===== config.mk =====
export PLATFORM = sky130hd
export DESIGN_NAME = pixel_scan_gen
export DESIGN_NICKNAME = d
export VERILOG_FILES = /design/src/rtl/pixel_scan_gen.sv
export SDC_FILE = /design/constraint.sdc
export NUM_CORES = 1
export LEC_CHECK = 0
export BUFFER_PORTS_ARGS = -buffer_cell sky130_fd_sc_hd__buf_2
export CORE_MARGIN = 2
export CORE_UTILIZATION = 58
export CTS_BUF_LIST = sky130_fd_sc_hd__clkbuf_8
export DETAILED_ROUTE_END_ITERATION = 7
export PLACE_DENSITY = 0.95
export SLEW_MARGIN = 40
export SYNTH_ARGS = -nofsm -noshare
export SYNTH_HDL_FRONTEND = slang
export SYNTH_SLANG_ARGS = --single-unit

===== constraint.sdc =====
create_clock -name clk -period 4.29 [get_ports clk]
set_clock_uncertainty 0.05 [all_clocks]
set_input_delay 0.2145 -clock clk [delete_from_list [all_inputs] [get_ports clk]]
set_output_delay 0.2145 -clock clk [all_outputs]
set_load 0.01 [all_outputs]

===== src/rtl/pixel_scan_gen.sv =====
// Raster coordinate sequencer: issues Q(32-FRAC_BITS).FRAC_BITS pixel coordinates, throttled by completions.
// Optional build macro SCAN_GEN_PIXEL_CENTRE_EN offsets every coordinate by +0.5 px.
module pixel_scan_gen #(
  parameter int H_RES        = 640,
  parameter int V_RES        = 480,
  parameter int MAX_INFLIGHT = 1,
  parameter int FRAC_BITS    = 21
) (
  input  logic        clk,
  input  logic        rst_gen,
  input  logic        start,
  input  logic        continuous,
  input  logic        pixel_done,
  output logic [31:0] screen_x,
  output logic [31:0] screen_y,
  output logic        coord_valid,
  output logic        first_px,
  output logic        last_in_line,
  output logic        busy,
  output logic        frame_done,
  output logic [15:0] frame_count,
  output logic        err_underflow
);

  localparam int XW = (H_RES > 1) ? $clog2(H_RES) : 1;
  localparam int YW = (V_RES > 1) ? $clog2(V_RES) : 1;
  localparam int IW = $clog2(MAX_INFLIGHT + 1);

`ifdef SCAN_GEN_PIXEL_CENTRE_EN
  localparam logic [31:0] CENTRE = 32'(1) << (FRAC_BITS - 1);
`else
  localparam logic [31:0] CENTRE = 32'd0;
`endif

  typedef enum logic [1:0] {IDLE, RUN, DRAIN} state_t;

  state_t          state;
  logic [XW-1:0]   x;
  logic [YW-1:0]   y;
  logic [IW-1:0]   inflight;
  logic            issue;
  logic            retire;
  logic            last_x;
  logic            last_y;

  // A completion only retires a pixel if one is actually outstanding.
  assign issue  = (state == RUN) && (inflight < IW'(MAX_INFLIGHT));
  assign retire = pixel_done && (inflight != '0);
  assign last_x = (x == XW'(H_RES - 1));
  assign last_y = (y == YW'(V_RES - 1));
  assign busy   = (state != IDLE);

  always_ff @(posedge clk) begin
    if (!rst_gen) begin
      state         <= IDLE;
      x             <= '0;
      y             <= '0;
      inflight      <= '0;
      screen_x      <= '0;
      screen_y      <= '0;
      coord_valid   <= 1'b0;
      first_px      <= 1'b0;
      last_in_line  <= 1'b0;
      frame_done    <= 1'b0;
      frame_count   <= '0;
      err_underflow <= 1'b0;
    end else begin
      coord_valid <= 1'b0;
      frame_done  <= 1'b0;

      if (pixel_done && (inflight == '0))
        err_underflow <= 1'b1;

      case ({issue, retire})
        2'b10:   inflight <= inflight + IW'(1);
        2'b01:   inflight <= inflight - IW'(1);
        default: inflight <= inflight;
      endcase

      case (state)
        IDLE: begin
          if (start)
            state <= RUN;
        end
        RUN: begin
          if (issue) begin
            coord_valid  <= 1'b1;
            screen_x     <= (32'(x) << FRAC_BITS) | CENTRE;
            screen_y     <= (32'(y) << FRAC_BITS) | CENTRE;
            first_px     <= (x == '0) && (y == '0);
            last_in_line <= last_x;
            if (last_x) begin
              x <= '0;
              if (last_y) begin
                y     <= '0;
                state <= DRAIN;
              end else begin
                y <= y + YW'(1);
              end
            end else begin
              x <= x + XW'(1);
            end
          end
        end
        DRAIN: begin
          // Frame is finished only once every issued pixel has come back.
          if (inflight == '0) begin
            frame_done  <= 1'b1;
            frame_count <= frame_count + 16'd1;
            x           <= '0;
            y           <= '0;
            state       <= continuous ? RUN : IDLE;
          end
        end
        default: state <= IDLE;
      endcase
    end
  end

endmodule


==> results_dict.tcl <==
set metrics [dict create \
    status "complete, no violations" \
    rsz0062_at_grt "false" \
    maxCapViolCount 0 \
    synth_mux_area_share_pct 0 \
    critical_path.max_fanout 12 \
    setup_ws_ns 1.83 \
    hp-class "in -> reg" \
    critical_path.reg2reg.endpoint "frame_count[13]" \
    power_frac_comb_pct 6.2 \
    critPathLaunchType "register" \
    power_frac_seq_pct 50.2 \
    crit_path_end_kind "register" \
    ios 91 \
    insertion_delay_ns 0.34 \
    slew_headroom_pct 52.8 \
    startpoint "state[1]" \
    clk_pin_slew_ns 0.07 \
    dp_slack_ns 1.91 \
    die_y_um 77.4 \
    core_um2 5140 \
    cp_cell_sequence "or3b_1, or3_1, or4_1, a21oi_1" \
    die_w_um 77.4 \
    fillers 442 \
    r2r-start "state[1]" \
    final_hold_viol_count 0 \
    place_area_um2 3190 \
    overflow 0 \
    fp-row-count 26 \
    initial_core_util_pct 60.8 \
    setup.worst_path.end "frame_count[13]" \
    cp_slowest_cell "or3b_1" \
    antenna_found_initial 0 \
    place_hpwl_um 4480 \
    route.antenna.remaining_nets 0 \
    cts_root_buf "clkbuf_8" \
    cpPeakStageDelay_ns 0.56 \
    synth_top_family_by_area "simple AND/OR/NAND/NOR gates" \
    die_area_um2 5990 \
    swShare_pct 23.7 \
    final_common_cell "dfxtp_1" \
    pwr-share-clk_pct 43.6 \
    p_int_mw 0.893 \
    synth_xor_xnor_area_share_pct 3.92 \
    vias_per_cell 5.47 \
    grt_pass1_vias 2447 \
    tns_ns 0 \
    synth_fa_ha_area_share_pct 2.00 \
    power_mw 1.17 \
    htreeDepth 3 \
    diodes 0 \
    final_cell_mix "62 x dfxtp_1, 60 x nand2_1, 45 x conb_1, 45 x buf_2, 36 x a21oi_1" \
    setup_viol 0 \
    highest_layer "met4" \
    cts_setup_buffers 0 \
    grt_util_all_layers_pct 22.7 \
    syn-instance-count 387 \
    drv_slew 0 \
    synth-seq-cells 62 \
    netlist_area_um2 3120 \
    synthDistinctLibCells 49 \
    critical_path_class "reg -> reg" \
    worst_ep_arrival_time_ns 2.68 \
    synth_area_per_cell_um2 8.07 \
    cts_resized 0 \
    wl_per_cell_um 13.1 \
    power_density_nw_per_um2 345 \
    period_minus_slack_ns 2.46 \
    finalNetCount 432 \
    worst_pin_slew_ns 0.708 \
    grt_max_degree 29 \
    drtIter0Drc 146 \
    hold_buffers 0 \
    dr_total_vias 2721 \
    portBuffers 45 \
    wirelength_um 6500 \
    max-vdd-ir-drop_mv 0.159 \
    drc 0 \
    grt_pass1_wl_um 10800 \
    synth_warnings 0 \
    synth_compound_area_share_pct 14.2 \
    hold_ws_ns 0.0634 \
    met1_length_um 2780 \
    leakagePower_nw 1.42 \
    route.met2.wl_um 3120 \
    post-route-period-util_pct 57.2 \
    async_flop_share_pct 0 \
    seq_area_frac_synth_pct 39.7 \
    drt-pass1-iter-count 4 \
    wl_met3_um 459 \
    cts_sinks 62 \
    final_cell_area_um2 3390 \
    cts_buffers 9 \
    fmax_mhz 407 \
    drive_gt1_share_pct 16.2 \
    cts.path.max_buffers 2 \
    r2r_slack_ns 1.83 \
    area_growth_pct 8.61 \
    crit_required_ns 4.51 \
    synth-edff-count 0 \
    p_sw_mw 0.278 \
    synth-simple-area-share_pct 25.0 \
    cts_tree "yes" \
    reg2reg_depth 4 \
    gp_congestion 0.887 \
    synthFlopType "dfxtp_1" \
]
-- cell type report --
type	count	area, um^2	share of cell area (%)
Timing Repair Buffer	47	240	7.08
Sequential cell	62	1240	36.6
Clock inverter	5	48.8	1.44
Multi-Input combinational cell	291	1580	46.6
Clock buffer	11	151	4.46
Tap cell	70	87.6	2.58
Inverter	11	41.3	1.22
-- registers in the layout, summed over array words and instances, names as in the netlist --
signal and cells:
frame_done 1, x 10, state 2, inflight 1, last_in_line 1, screen_y 9, y 9, screen_x 10
coord_valid 1, first_px 1, frame_count 16, err_underflow 1
-- worst max-delay path: cells and delay by family (launching register included) --
family             cells  cell delay, ns
and+or+nand+nor        3            1.64
AOI/OAI and AO/OA      1            0.15
DFF                    1            0.54
-- worst min-delay path by stage --
stage | cells past startpoint | from | endpoint | slack [ns]
after floorplan | 1 | rst_gen | frame_count[9] | 0.29
after global placement | 2 | screen_x[25] | screen_x[25] | 0.39
after detailed placement | 2 | screen_x[26] | screen_x[26] | 0.39
after CTS | 3 | pixel_done | err_underflow | 0.06
after global routing | 3 | pixel_done | err_underflow | 0.09
final | 3 | pixel_done | err_underflow | 0.06
-- logic make-up (layout without fill, tap and decap cells) --
logic type,Yosys count,count (layout)
AND/OR/NAND/NOR,154,154
adder cells (fa/ha/maj),5,5
XOR/XNOR,14,14
other,1,45
AO/OA/AOI/OAI,73,73
buffers and inverters,78,74
flip-flops,62,62
-- power groups by stage --
stage	clock network (mW)	registers [mW]	logic [mW]
2_1_floorplan	0	0.598	0.0879
3_3_place_gp	0	0.599	0.0693
3_5_place_dp	0	0.600	0.0706
4_1_cts	0.518	0.588	0.0711
5_1_grt	0.545	0.588	0.0805
6_report	0.511	0.588	0.0727
-- synthesized netlist by cell type (4+ instances only) --
library cell	number	area, um^2
a21oi_1	36	180
and3_1	9	56.3
buf_4	45	338
clkbuf_1	19	71.3
dfxtp_1	62	1240
ha_1	5	62.6
inv_1	11	41.3
nand2_1	60	225
nand3_1	18	90.1
nand4_1	9	56.3
nor2_1	20	75.1
nor3b_1	4	30.0
o21ai_0	11	55.1
o2bb2ai_1	5	43.8
o31ai_1	5	37.5
or3_1	7	43.8
or4_1	4	30.0
xnor2_1	5	43.8
xor2_1	9	78.8
-- stage by stage --
stage | std cells | utilization [%]
after floorplan | 431 | -
after global placement | 481 | 62.1
after detailed placement | 481 | 62.1
after CTS | 497 | 66.0
after global routing | 497 | 66.0
final | 497 | 66.0
-- per-layer routing --
metal  track usage [%]  vias to the layer above
met4              11.6                        0
li1                  -                     1316
met5                 0                        -
met1              28.1                     1279
met2              37.0                      111
met3              5.35                       15
(Power assumes the default switching activity.)
